## config.mk

```make
export PLATFORM = sky130hd
export DESIGN_NAME = keypad_time_entry_flat
export DESIGN_NICKNAME = d
export VERILOG_FILES = /design/src/rtl/keypad_time_entry_if.sv /design/src/rtl/keypad_time_entry.sv /design/src/flat_wrapper.sv
export SDC_FILE = /design/constraint.sdc
export NUM_CORES = 1
export LEC_CHECK = 0
export BUFFER_PORTS_ARGS = -buffer_cell sky130_fd_sc_hd__buf_2
export CORE_MARGIN = 2
export CORE_UTILIZATION = 35
export CTS_CLUSTER_DIAMETER = 50
export CTS_CLUSTER_SIZE = 16
export DETAILED_ROUTE_END_ITERATION = 7
export PLACE_DENSITY = 0.55
export SLEW_MARGIN = 20
export SYNTH_ARGS = -nofsm -noshare
export SYNTH_HDL_FRONTEND = slang
export SYNTH_SLANG_ARGS = --single-unit
```

## constraint.sdc

```tcl
create_clock -name clk -period 3.3 [get_ports clk]
set_input_delay 0.66 -clock clk [delete_from_list [all_inputs] [get_ports clk]]
set_output_delay 0.66 -clock clk [all_outputs]
set_load 0.005 [all_outputs]
```

## src/rtl/keypad_time_entry_if.sv

```systemverilog
// keypad_time_entry_if: keypad lines and time-entry results between host and entry block
// master: drives en/mode/row, observes col, digits, digit_cnt, valid, commit, err
// slave : the entry block side
interface keypad_time_entry_if;
  logic       en;
  logic       mode;
  logic [3:0] row;
  logic [3:0] col;
  logic [3:0] d5, d4, d3, d2, d1, d0;
  logic [2:0] digit_cnt;
  logic       valid;
  logic       commit;
  logic       err;
  modport master (output en, mode, row, input col, d5, d4, d3, d2, d1, d0, digit_cnt, valid, commit, err);
  modport slave  (input en, mode, row, output col, d5, d4, d3, d2, d1, d0, digit_cnt, valid, commit, err);
endinterface

```

## src/rtl/keypad_time_entry.sv

```systemverilog
// keypad_time_entry: 4x4 keypad scanner with debounce feeding an MM:SS / HH:MM:SS BCD entry buffer
// clk: rising-edge clock; rst: async active-low reset
// kp : en, mode, row in; col, d5..d0, digit_cnt, valid, commit, err out
module keypad_time_entry #(
  parameter int SCAN_DIV  = 50000,
  parameter int DEB_SCANS = 4
) (
  input logic           clk,
  input logic           rst,
  keypad_time_entry_if.slave kp
);
  localparam int DW = SCAN_DIV > 1 ? $clog2(SCAN_DIV) : 1;
  localparam int CW = $clog2(DEB_SCANS + 1);
  typedef enum logic [1:0] {IDLE, PRESS_WAIT, HELD, RELEASE_WAIT} state_t;
  state_t          state_q, state_d;
  logic [DW-1:0]   div_q, div_d;
  logic [1:0]      cidx_q, cidx_d, hits_q, hits_d;
  logic [3:0]      code_q, code_d, key_q, key_d;
  logic [CW-1:0]   deb_q, deb_d;
  logic [5:0][3:0] dig_q, dig_d;
  logic [2:0]      cnt_q, cnt_d, nlow, sum;
  logic            en_q, mode_q, arm_q, arm_d, commit_q, commit_d, err_q, err_d;
  logic            active, tick, done, scan_one, scan_none, ev, clr, valid;
  logic            is_digit, is_star, is_hash;
  logic [1:0]      rlow, kr, kc;
  logic [3:0]      this_code, scan_code, val;
  assign active    = kp.en & en_q;
  assign tick      = active && div_q == DW'(SCAN_DIV - 1);
  assign done      = tick && cidx_q == 2'd3;
  assign nlow      = {2'b0, ~kp.row[0]} + {2'b0, ~kp.row[1]} + {2'b0, ~kp.row[2]} + {2'b0, ~kp.row[3]};
  assign sum       = {1'b0, hits_q} + nlow;
  assign rlow      = !kp.row[0] ? 2'd0 : !kp.row[1] ? 2'd1 : !kp.row[2] ? 2'd2 : 2'd3;
  assign this_code = {rlow, cidx_q};
  assign scan_code = nlow != 3'd0 ? this_code : code_q;
  assign scan_one  = done && sum == 3'd1;
  assign scan_none = done && sum == 3'd0;
  assign kr        = key_d[3:2];
  assign kc        = key_d[1:0];
  assign is_digit  = kc != 2'd3 && (kr != 2'd3 || kc == 2'd1);
  assign is_star   = kr == 2'd3 && kc == 2'd0;
  assign is_hash   = kr == 2'd3 && kc == 2'd2;
  assign val       = kr == 2'd3 ? 4'd0 : {2'b0, kr} * 4'd3 + {2'b0, kc} + 4'd1;
  assign clr       = kp.mode != mode_q || (kp.en && !en_q);
  assign valid     = dig_q[3] <= 4'd5 && dig_q[1] <= 4'd5 &&
                     (kp.mode ? dig_q[5] < 4'd2 || (dig_q[5] == 4'd2 && dig_q[4] <= 4'd3)
                              : dig_q[5] == 4'd0 && dig_q[4] == 4'd0);
  always_comb begin
    div_d  = !active || tick ? '0 : div_q + 1'b1;
    cidx_d = !active ? 2'd0 : tick ? cidx_q + 2'd1 : cidx_q;
    hits_d = !active || done ? 2'd0 : tick ? (sum > 3'd2 ? 2'd2 : sum[1:0]) : hits_q;
    code_d = tick && nlow != 3'd0 ? this_code : code_q;
    // a press still held through reset must be released before it can register
    arm_d  = arm_q | scan_none;
    state_d = state_q;
    deb_d   = deb_q;
    key_d   = key_q;
    ev      = 1'b0;
    if (!active)
      state_d = IDLE;
    else if (done)
      case (state_q)
        IDLE: if (scan_one && arm_q) begin
          key_d   = scan_code;
          deb_d   = CW'(1);
          ev      = DEB_SCANS <= 1;
          state_d = DEB_SCANS <= 1 ? HELD : PRESS_WAIT;
        end
        PRESS_WAIT: if (scan_one && scan_code == key_q) begin
          deb_d   = deb_q + 1'b1;
          ev      = deb_d == CW'(DEB_SCANS);
          state_d = ev ? HELD : PRESS_WAIT;
        end else
          state_d = IDLE;
        HELD: if (scan_none) begin
          deb_d   = CW'(1);
          state_d = DEB_SCANS <= 1 ? IDLE : RELEASE_WAIT;
        end
        default: if (scan_none) begin
          deb_d   = deb_q + 1'b1;
          state_d = deb_d == CW'(DEB_SCANS) ? IDLE : RELEASE_WAIT;
        end else
          state_d = HELD;
      endcase
    dig_d = dig_q;
    cnt_d = cnt_q;
    if (clr || (ev && is_star)) begin
      dig_d = '0;
      cnt_d = 3'd0;
    end else if (ev && is_digit) begin
      dig_d = kp.mode ? {dig_q[4:0], val} : {8'h0, dig_q[2:0], val};
      cnt_d = cnt_q == (kp.mode ? 3'd6 : 3'd4) ? cnt_q : cnt_q + 3'd1;
    end else if (ev && !kp.mode)
      dig_d[5:4] = '0;
    commit_d = ev && is_hash && !clr && valid;
    err_d    = ev && is_hash && !clr && !valid;
  end
  always_ff @(posedge clk or negedge rst)
    if (!rst) begin
      state_q  <= IDLE;
      div_q    <= '0;
      cidx_q   <= 2'd0;
      hits_q   <= 2'd0;
      code_q   <= 4'd0;
      key_q    <= 4'd0;
      deb_q    <= '0;
      dig_q    <= '0;
      cnt_q    <= 3'd0;
      en_q     <= 1'b0;
      mode_q   <= 1'b0;
      arm_q    <= 1'b0;
      commit_q <= 1'b0;
      err_q    <= 1'b0;
    end else begin
      state_q  <= state_d;
      div_q    <= div_d;
      cidx_q   <= cidx_d;
      hits_q   <= hits_d;
      code_q   <= code_d;
      key_q    <= key_d;
      deb_q    <= deb_d;
      dig_q    <= dig_d;
      cnt_q    <= cnt_d;
      en_q     <= kp.en;
      mode_q   <= kp.mode;
      arm_q    <= arm_d;
      commit_q <= commit_d;
      err_q    <= err_d;
    end
  assign kp.col       = en_q ? ~(4'b0001 << cidx_q) : 4'hF;
  assign kp.d5        = dig_q[5];
  assign kp.d4        = dig_q[4];
  assign kp.d3        = dig_q[3];
  assign kp.d2        = dig_q[2];
  assign kp.d1        = dig_q[1];
  assign kp.d0        = dig_q[0];
  assign kp.digit_cnt = cnt_q;
  assign kp.valid     = valid;
  assign kp.commit    = commit_q;
  assign kp.err       = err_q;
endmodule

```

## src/flat_wrapper.sv

```systemverilog
// flat-port wrapper written by rule: the top's interface ports become plain ports
module keypad_time_entry_flat 
#(
  parameter int SCAN_DIV  = 50000,
  parameter int DEB_SCANS = 4
)
  (clk, rst, kp_en, kp_mode, kp_row, kp_col, kp_d5, kp_d4, kp_d3, kp_d2, kp_d1, kp_d0, kp_digit_cnt, kp_valid, kp_commit, kp_err);
  keypad_time_entry_if kp_i ();
  input logic clk;
  input logic rst;
  input wire logic [$bits(kp_i.en)-1:0] kp_en;
  input wire logic [$bits(kp_i.mode)-1:0] kp_mode;
  input wire logic [$bits(kp_i.row)-1:0] kp_row;
  output wire logic [$bits(kp_i.col)-1:0] kp_col;
  output wire logic [$bits(kp_i.d5)-1:0] kp_d5;
  output wire logic [$bits(kp_i.d4)-1:0] kp_d4;
  output wire logic [$bits(kp_i.d3)-1:0] kp_d3;
  output wire logic [$bits(kp_i.d2)-1:0] kp_d2;
  output wire logic [$bits(kp_i.d1)-1:0] kp_d1;
  output wire logic [$bits(kp_i.d0)-1:0] kp_d0;
  output wire logic [$bits(kp_i.digit_cnt)-1:0] kp_digit_cnt;
  output wire logic [$bits(kp_i.valid)-1:0] kp_valid;
  output wire logic [$bits(kp_i.commit)-1:0] kp_commit;
  output wire logic [$bits(kp_i.err)-1:0] kp_err;
  assign kp_i.en = kp_en;
  assign kp_i.mode = kp_mode;
  assign kp_i.row = kp_row;
  assign kp_col = kp_i.col;
  assign kp_d5 = kp_i.d5;
  assign kp_d4 = kp_i.d4;
  assign kp_d3 = kp_i.d3;
  assign kp_d2 = kp_i.d2;
  assign kp_d1 = kp_i.d1;
  assign kp_d0 = kp_i.d0;
  assign kp_digit_cnt = kp_i.digit_cnt;
  assign kp_valid = kp_i.valid;
  assign kp_commit = kp_i.commit;
  assign kp_err = kp_i.err;
  keypad_time_entry #(.SCAN_DIV(SCAN_DIV), .DEB_SCANS(DEB_SCANS)) u_core (.clk(clk), .rst(rst), .kp(kp_i));
endmodule
```

# After elaboration in Yosys (flattened, before gate mapping)
# Index checks and enable logic that the tools add are counted.
dict set report totals {
  reg_bits 65
  elab_cells 156
  in_bits 8
  output_inout_bits 34
}
dict set report classes {
  n_addsub 10
  n_shift 1
  n_mul 1
  magnitude_cmp 5
  mux 44
  n_bitwise 7
  n_eq_ne 23
  reduce_logical 46
}
# cell n
set op_table {}
lappend op_table {{$mux 24} 2}
lappend op_table {{$mux 16} 2}
lappend op_table {{$mux 2} 16}
lappend op_table {{$mux 4} 7}
lappend op_table {{$logic_and 1x1->1} 22}
lappend op_table {{$mux 3} 7}
lappend op_table {{$add 16x1->16 const B} 1}
lappend op_table {{$eq 16x16->1 const B} 1}
lappend op_table {{$mux 8} 2}
lappend op_table {{$pmux 3 s3} 1}
lappend op_table {{$reduce_bool 3->1} 3}
lappend op_table {{$eq 2x2->1 const B} 4}
lappend op_table {{$le 4x3->1 const B} 2}
lappend op_table {{$logic_not 4->1} 2}
lappend op_table {{$ne 2x1->1 const B} 4}
lappend op_table {{$ne 2x2->1 const B} 4}
lappend op_table {{$add 3x1->3} 2}
lappend op_table {{$add 3x1->3 const B} 2}
lappend op_table {{$logic_or 1x1->1} 6}
lappend op_table {{$mux 1} 6}
lappend op_table {{$ne 3x3->1 const B} 2}
lappend op_table {{$pmux 2 s3} 1}
lappend op_table {{$reduce_and 6->1} 1}
lappend op_table {{$logic_not 1->1} 5}
lappend op_table {{26 further kinds} 32}

# Longest topological paths before layout
dict set report depth {
  word_depth 19
  ltp_mapped 18
  mapped_depth_nobuf 18
}

# Least setup slack after synthesis
# OpenSTA, ideal clock, no wires.
dict set report synth_path {
  path_kind {input to register}
  start {input port kp_row[0]}
  end {register u_core.dig_q (netlist bit u_core.kp.d0[2])}
  arrival_ns 4.574
  stages 16
  n_path_buf 0
  slack_ns -1.403
  path_cell_list {inv_1 > ha_1 > fa_1 > ha_1 > fa_1 > xor2_1 > nor4b_1 > nand2_2 > o21ai_0 > inv_1 > fa_1 > inv_1 > fa_1 > xor2_1 > nand3_1 > o21ai_0}
}
dict set report synth_between {
  elab_chain_len 19
}
# element line_no
set synth_rtl {}
lappend synth_rtl {{start: declaration} flat_wrapper.sv:13} ;# input wire logic [$bits(kp_i.row)-1:0] kp_row;
lappend synth_rtl {{$not 1->1} keypad_time_entry.sv:30} ;# assign nlow = {2'b0, ~kp.row[0]} + {2'b0, ~kp.row[1]} + {2'b0, ~kp.row[2]} + {2'b0, ~kp.row[3]};
lappend synth_rtl {{$add 1x1->2} keypad_time_entry.sv:30}
lappend synth_rtl {{$add 3x1->3 (2 in series)} keypad_time_entry.sv:30}
lappend synth_rtl {{$add 2x3->3} keypad_time_entry.sv:31} ;# assign sum = {1'b0, hits_q} + nlow;
lappend synth_rtl {{$eq 3x1->1} keypad_time_entry.sv:35} ;# assign scan_one = done && sum == 3'd1;
lappend synth_rtl {{$logic_and 1x1->1} keypad_time_entry.sv:35}
lappend synth_rtl {{$logic_and 1x1->1} keypad_time_entry.sv:62} ;# IDLE: if (scan_one && arm_q) begin
lappend synth_rtl {{$mux 4 *} keypad_time_entry.sv:62}
lappend synth_rtl {{[... 3 more ...]} n/a}
lappend synth_rtl {{via u_core.key_d[2]} keypad_time_entry.sv:18} ;# logic [3:0] code_q, code_d, key_q, key_d;
lappend synth_rtl {{$mul 2x2->4} keypad_time_entry.sv:42} ;# assign val = kr == 2'd3 ? 4'd0 : {2'b0, kr} * 4'd3 + {2'b0, kc} + 4'd1;
lappend synth_rtl {{$add 4x2->4} keypad_time_entry.sv:42}
lappend synth_rtl {{$add 4x1->4} keypad_time_entry.sv:42}
lappend synth_rtl {{$mux 4} keypad_time_entry.sv:42}
lappend synth_rtl {{$mux 24} keypad_time_entry.sv:90} ;# dig_d = kp.mode ? {dig_q[4:0], val} : {8'h0, dig_q[2:0], val};
lappend synth_rtl {{$mux 16} keypad_time_entry.sv:89} ;# end else if (ev && is_digit) begin
lappend synth_rtl {{$mux 24} keypad_time_entry.sv:86} ;# if (clr || (ev && is_star)) begin
lappend synth_rtl {{end signal: assignment} keypad_time_entry.sv:121} ;# dig_q <= dig_d;
lappend synth_rtl {{end: declaration} keypad_time_entry.sv:20} ;# logic [5:0][3:0] dig_q, dig_d;
# Mark *: on every way through the listed nets, which the timed path passes. The rest lies on a longest branch. The select of a mux whose other input is x is not followed.
# A chain may end at the register's enable or synchronous reset.

# Worst setup path in the final report
dict set report layout_path {
  start {input port kp_row[1]}
  end {register u_core.dig_q (netlist bit u_core.kp.d0[3])}
}
dict set report layout_between {
  elab_chain_len 19
}
# element line_no
set layout_rtl {}
lappend layout_rtl {{$not 1->1} keypad_time_entry.sv:30}
lappend layout_rtl {{$add 1x1->2} keypad_time_entry.sv:30}
lappend layout_rtl {{$add 3x1->3 (2 in series)} keypad_time_entry.sv:30}
lappend layout_rtl {{$add 2x3->3} keypad_time_entry.sv:31}
lappend layout_rtl {{$eq 3x1->1} keypad_time_entry.sv:35}
lappend layout_rtl {{$logic_and 1x1->1} keypad_time_entry.sv:35}
lappend layout_rtl {{$logic_and 1x1->1} keypad_time_entry.sv:62}
lappend layout_rtl {{$mux 4} keypad_time_entry.sv:62}
lappend layout_rtl {{[... 2 more ...]} n/a}
lappend layout_rtl {{$mux 4} keypad_time_entry.sv:58} ;# if (!active)
lappend layout_rtl {{$mul 2x2->4} keypad_time_entry.sv:42}
lappend layout_rtl {{$add 4x2->4} keypad_time_entry.sv:42}
lappend layout_rtl {{$add 4x1->4} keypad_time_entry.sv:42}
lappend layout_rtl {{$mux 4} keypad_time_entry.sv:42}
lappend layout_rtl {{$mux 24} keypad_time_entry.sv:90}
lappend layout_rtl {{$mux 16} keypad_time_entry.sv:89}
lappend layout_rtl {{$mux 24} keypad_time_entry.sv:86}
# Parallel ways exist; a longest one is shown, timed or not. The select of a mux whose other input is x is not followed.

==> results.txt <==
The flow ran to the end, but the final reports show violations. The final reports fail on setup timing. On the worst path, the slowest cell contributes a delay of 0.58 ns. The number of top-level design ports is 42.

Across the VDD grid, the largest voltage drop is 166 uV. Path class of the lowest-slack min-delay path: primary input to asynchronous set/reset pin. The total power is 1670 uW.

At the pin with the least slew margin, the transition time is 0.579 ns. The fraction of the yosys area taken by sequential cells was 44.5%. Of the cells placed in the final design, the portion with a size suffix greater than 1 is 44.7%.

The area added between synthesis and finish is 43.9%. STA classifies the critical path endpoint as a flip-flop. Required time at the worst-slack endpoint: 3.53 ns. Net count after synthesis: 392. Data on the critical path arrives at its endpoint at 4.25 ns. The initial utilization of the core area, before any placement, comes to 35.7%.

Static timing analysis puts the maximum clock frequency at 0.249 GHz. The routed layout has 3,191 vias. The clock tree skew after final layout came out at 0.0107 ns. The number of instances in the placed design is 591. The die covers 11,300 um^2. For the number of iterations in the first detailed-routing pass, the log shows 4. The setup violation total in the final timing report was 35; the number of nets still failing antenna checks after routing was 0. During placement, the flow inserted port buffers numbering 41. The summed area of non-filler cells in the final layout came out at 5260 um^2. In this run the clock root is driven by a clkbuf_8. For the synthesized area, the log shows 3660 um^2.

The number of antenna violations at the first check in global routing came out at 0. After detailed routing, the total wire length is 9870 um. For this run, the leading register cell type out of synthesis is dfrtp_1. The cell that appears most often on the critical path is ha_4. The post-route worst setup slack came out at -0.715 ns. The met2 demand-to-capacity share in global routing came out at 29.5%.

Clock-pin slew was measured on the worst setup and hold paths at 0.08 ns. The met1 track demand over resource in global routing is 24.2%. Across the run, the number of max-cap violations was 0. Of all flip-flops after synthesis, the portion carrying an async set or reset was 100%. The average footprint of a synthesized cell was 10.0 um^2. The worst setup path is launched from a primary input. Standard cell with the maximum stage delay on the critical path: fa_1. Flip-flop and latch count after synthesis: 65. Setup repair after global routing could not meet its margin everywhere. After the flow finishes, the layout carries non-filler instances totaling 622. The number of max-slew violations in the final report is 0. Entering global routing, the biggest net connects 34 pins.

For this run, the post-layout net count is 509. The count of unique library cells instantiated by Yosys is 61. The tools report the remaining global-route overflow as 0. The die is 106 um wide. For the number of buffers between clock root and the deepest sink, the log shows 2. Measured against its own limit, the worst slew margin works out to 61.3%.

The number of buffers added to fix hold violations after cts is 0. For the maximum level of the CTS H-tree, the log shows 3. During synthesis, Yosys emitted a total of 0 warnings. The met3 track utilization from global routing was 3.13%. The library cell used most frequently in the layout, excluding fill and tap cells, is dfrtp_1. The later pin in the worst-skew pair is clocked with a latency of 0.35 ns.

In the routed layout, each cell is associated on average with a via count of 5.13. Weighted congestion at the end of routability-driven global placement: 0.813. The top cell types in the final layout, fill and taps aside, are dfrtp_1 (65), buf_4 (62), nand2_1 (39), buf_2 (39), nor2_1 (23). The tools report the cell leakage power as 0.00236 uW. The critical path in this run is classified as primary input to flip-flop.

In the routed design, unresolved DRC markers number 0. The final hold violation count was 0; the peak fanout along the critical path was 2. Row generation in the floorplan step produced 37 rows. met2 is the most crowded layer. The core region is 10,200 um^2.

The signal on the critical path passes through buf_12, inv_12, ha_4, fa_2, ha_4, fa_2, xor2_4, or4b_4, nor3_4, a21oi_2, fa_1, inv_2, ha_4, a21oi_2, nor2b_1, o211ai_1, o21ai_1. In the synthesized netlist, the number of instances is 364. The overall track demand over capacity in global routing was 18.0%; the height of the die was 106 um.

The antenna diode instance count is 0, and the power per standard cell area is 317 nW/um^2. Yosys mapped a number of flops with a built-in enable equal to 0. The tools report the TritonCTS sink count as 65. Via count of the first global-routing pass: 3,293. The first routing iteration left 167 violations. The worst path uses 122% of the clock period.

The tools report the number of buffers inserted during clock tree synthesis as 9. The time the final worst path needs with I/O delays and setup came out at 4.02 ns. The run gives 4560 um^2 as the instance area after placement. TritonCTS built the clock tree.

Dividing the detail-routed wire length by the instance count gives 15.9 um. The first global-routing pass estimated 16,200 um of wire. The worst setup slack after placement came out at -1.20 ns.

Adding up every negative setup slack in the final design gives -16.71 ns. Once detailed placement completed, the half-perimeter wirelength came to 6980 um.
critical path: cells and delay by family:
| kind | cells | cell delay [ns] |
|---|---|---|
| and+or+nand+nor | 3 | 0.73 |
| xor gates and xnor gates | 1 | 0.17 |
| buffers and inverters | 3 | 0.19 |
| adders and majority gates | 6 | 2.06 |
| AOI/OAI and AO/OA | 4 | 0.43 |
sequential cells by signal, indices dropped and copies added (netlist names), 2 cells and up:
name	count
u_core.cidx_q	2
u_core.code_q	4
u_core.deb_q	3
u_core.div_q	16
u_core.hits_q	2
u_core.key_q	4
u_core.kp.d0	4
u_core.kp.d1	4
u_core.kp.d2	4
u_core.kp.d3	4
u_core.kp.d4	4
u_core.kp.d5	4
u_core.kp.digit_cnt	3
u_core.state_q	2
layout make-up:
type / count / area (um^2)
Fill cell: 921 / 4970
Timing Repair Buffer: 115 / 867
Multi-Input combinational cell: 266 / 2320
Sequential cell: 65 / 1630
Tap cell: 136 / 170
Clock buffer: 9 / 124
Clock inverter: 7 / 53.8
Inverter: 24 / 105
logic make-up (layout without fill, tap and decap cells):
kind of cell	count (synthesis)	in the layout	synth area share [%]
DFF	65	65	44.5
AOI/OAI and AO/OA	80	80	15.4
adders and majority gates	20	20	7.67
xor gates and xnor gates	17	17	4.07
and+or+nand+nor	138	139	21.4
muxes	10	10	2.87
buffers and inverters	34	155	4.14
per-layer routing:
layer,up-vias,wire (um)
met2,43,4820
met5,-,0
met3,5,260
met4,0,85
met1,1589,4700
li1,1554,-
worst paths after layout:
check | startpoint | end | slack (ns) | depth (start not counted)
max | kp_row[1] | u_core.kp.d0[3]$_DFFE_PN0P_ | -0.72 | 17
min | rst | u_core.deb_q[2]$_DFFE_PN0P_ | 0.22 | 1
max reg2reg | u_core.hits_q[0]$_DFFE_PN0P_ | u_core.kp.d0[3]$_DFFE_PN0P_ | 0.01 | 13
min reg2reg | u_core.arm_q$_DFF_PN0_ | u_core.arm_q$_DFF_PN0_ | 0.48 | 1
max in group asynchronous | rst | u_core.key_q[0]$_DFF_PN0_ | 2.31 | 2
min in group clk | u_core.arm_q$_DFF_PN0_ | u_core.arm_q$_DFF_PN0_ | 0.48 | 1
timing repair:
action,4_1_cts,5_1_grt
pin swaps,9,23
setup endpoints to repair,34,35
resized for setup,31,44
buffers inserted,10,4
gates cloned,0,2
per-stage QoR:
stage | utilization, % | hold WS [ns]
final | 51.4 | 0.224
after CTS | 48.9 | 0.216
after global routing | 51.4 | 0.236
after floorplan | - | 0.364
after global placement | 44.6 | 0.463
after detailed placement | 44.6 | 0.462
synthesized netlist by cell type, types with 3 or more instances:
library cell | number | area share, %
or4_4 | 3 | 0.92
nor4_1 | 3 | 0.51
clkbuf_1 | 3 | 0.31
buf_2 | 4 | 0.55
nand4b_1 | 3 | 0.72
inv_1 | 24 | 2.5
ha_1 | 16 | 5.5
nand2_1 | 41 | 4.2
xor2_1 | 10 | 2.4
xnor2_1 | 7 | 1.7
mux2i_1 | 6 | 1.6
or3_1 | 4 | 0.68
o211ai_1 | 3 | 0.62
nor2b_1 | 8 | 1.4
fa_1 | 4 | 2.2
nor4b_1 | 3 | 0.72
nor2_1 | 23 | 2.4
o22ai_1 | 11 | 1.9
o21a_1 | 4 | 0.82
a31oi_1 | 3 | 0.51
dfrtp_1 | 65 | 44
nand3_1 | 18 | 2.5
nor3_1 | 8 | 1.1
nand4_1 | 3 | 0.51
o21ai_0 | 16 | 2.2
a22o_1 | 8 | 1.9
a21oi_1 | 15 | 2.1
mux2_2 | 4 | 1.2
where the power goes:
group / internal, uW / switching, uW
Sequential: 798 / 1.59
Combinational: 113 / 131
Clock: 280 / 345
Note: power is estimated with default switching activity, not from simulation.
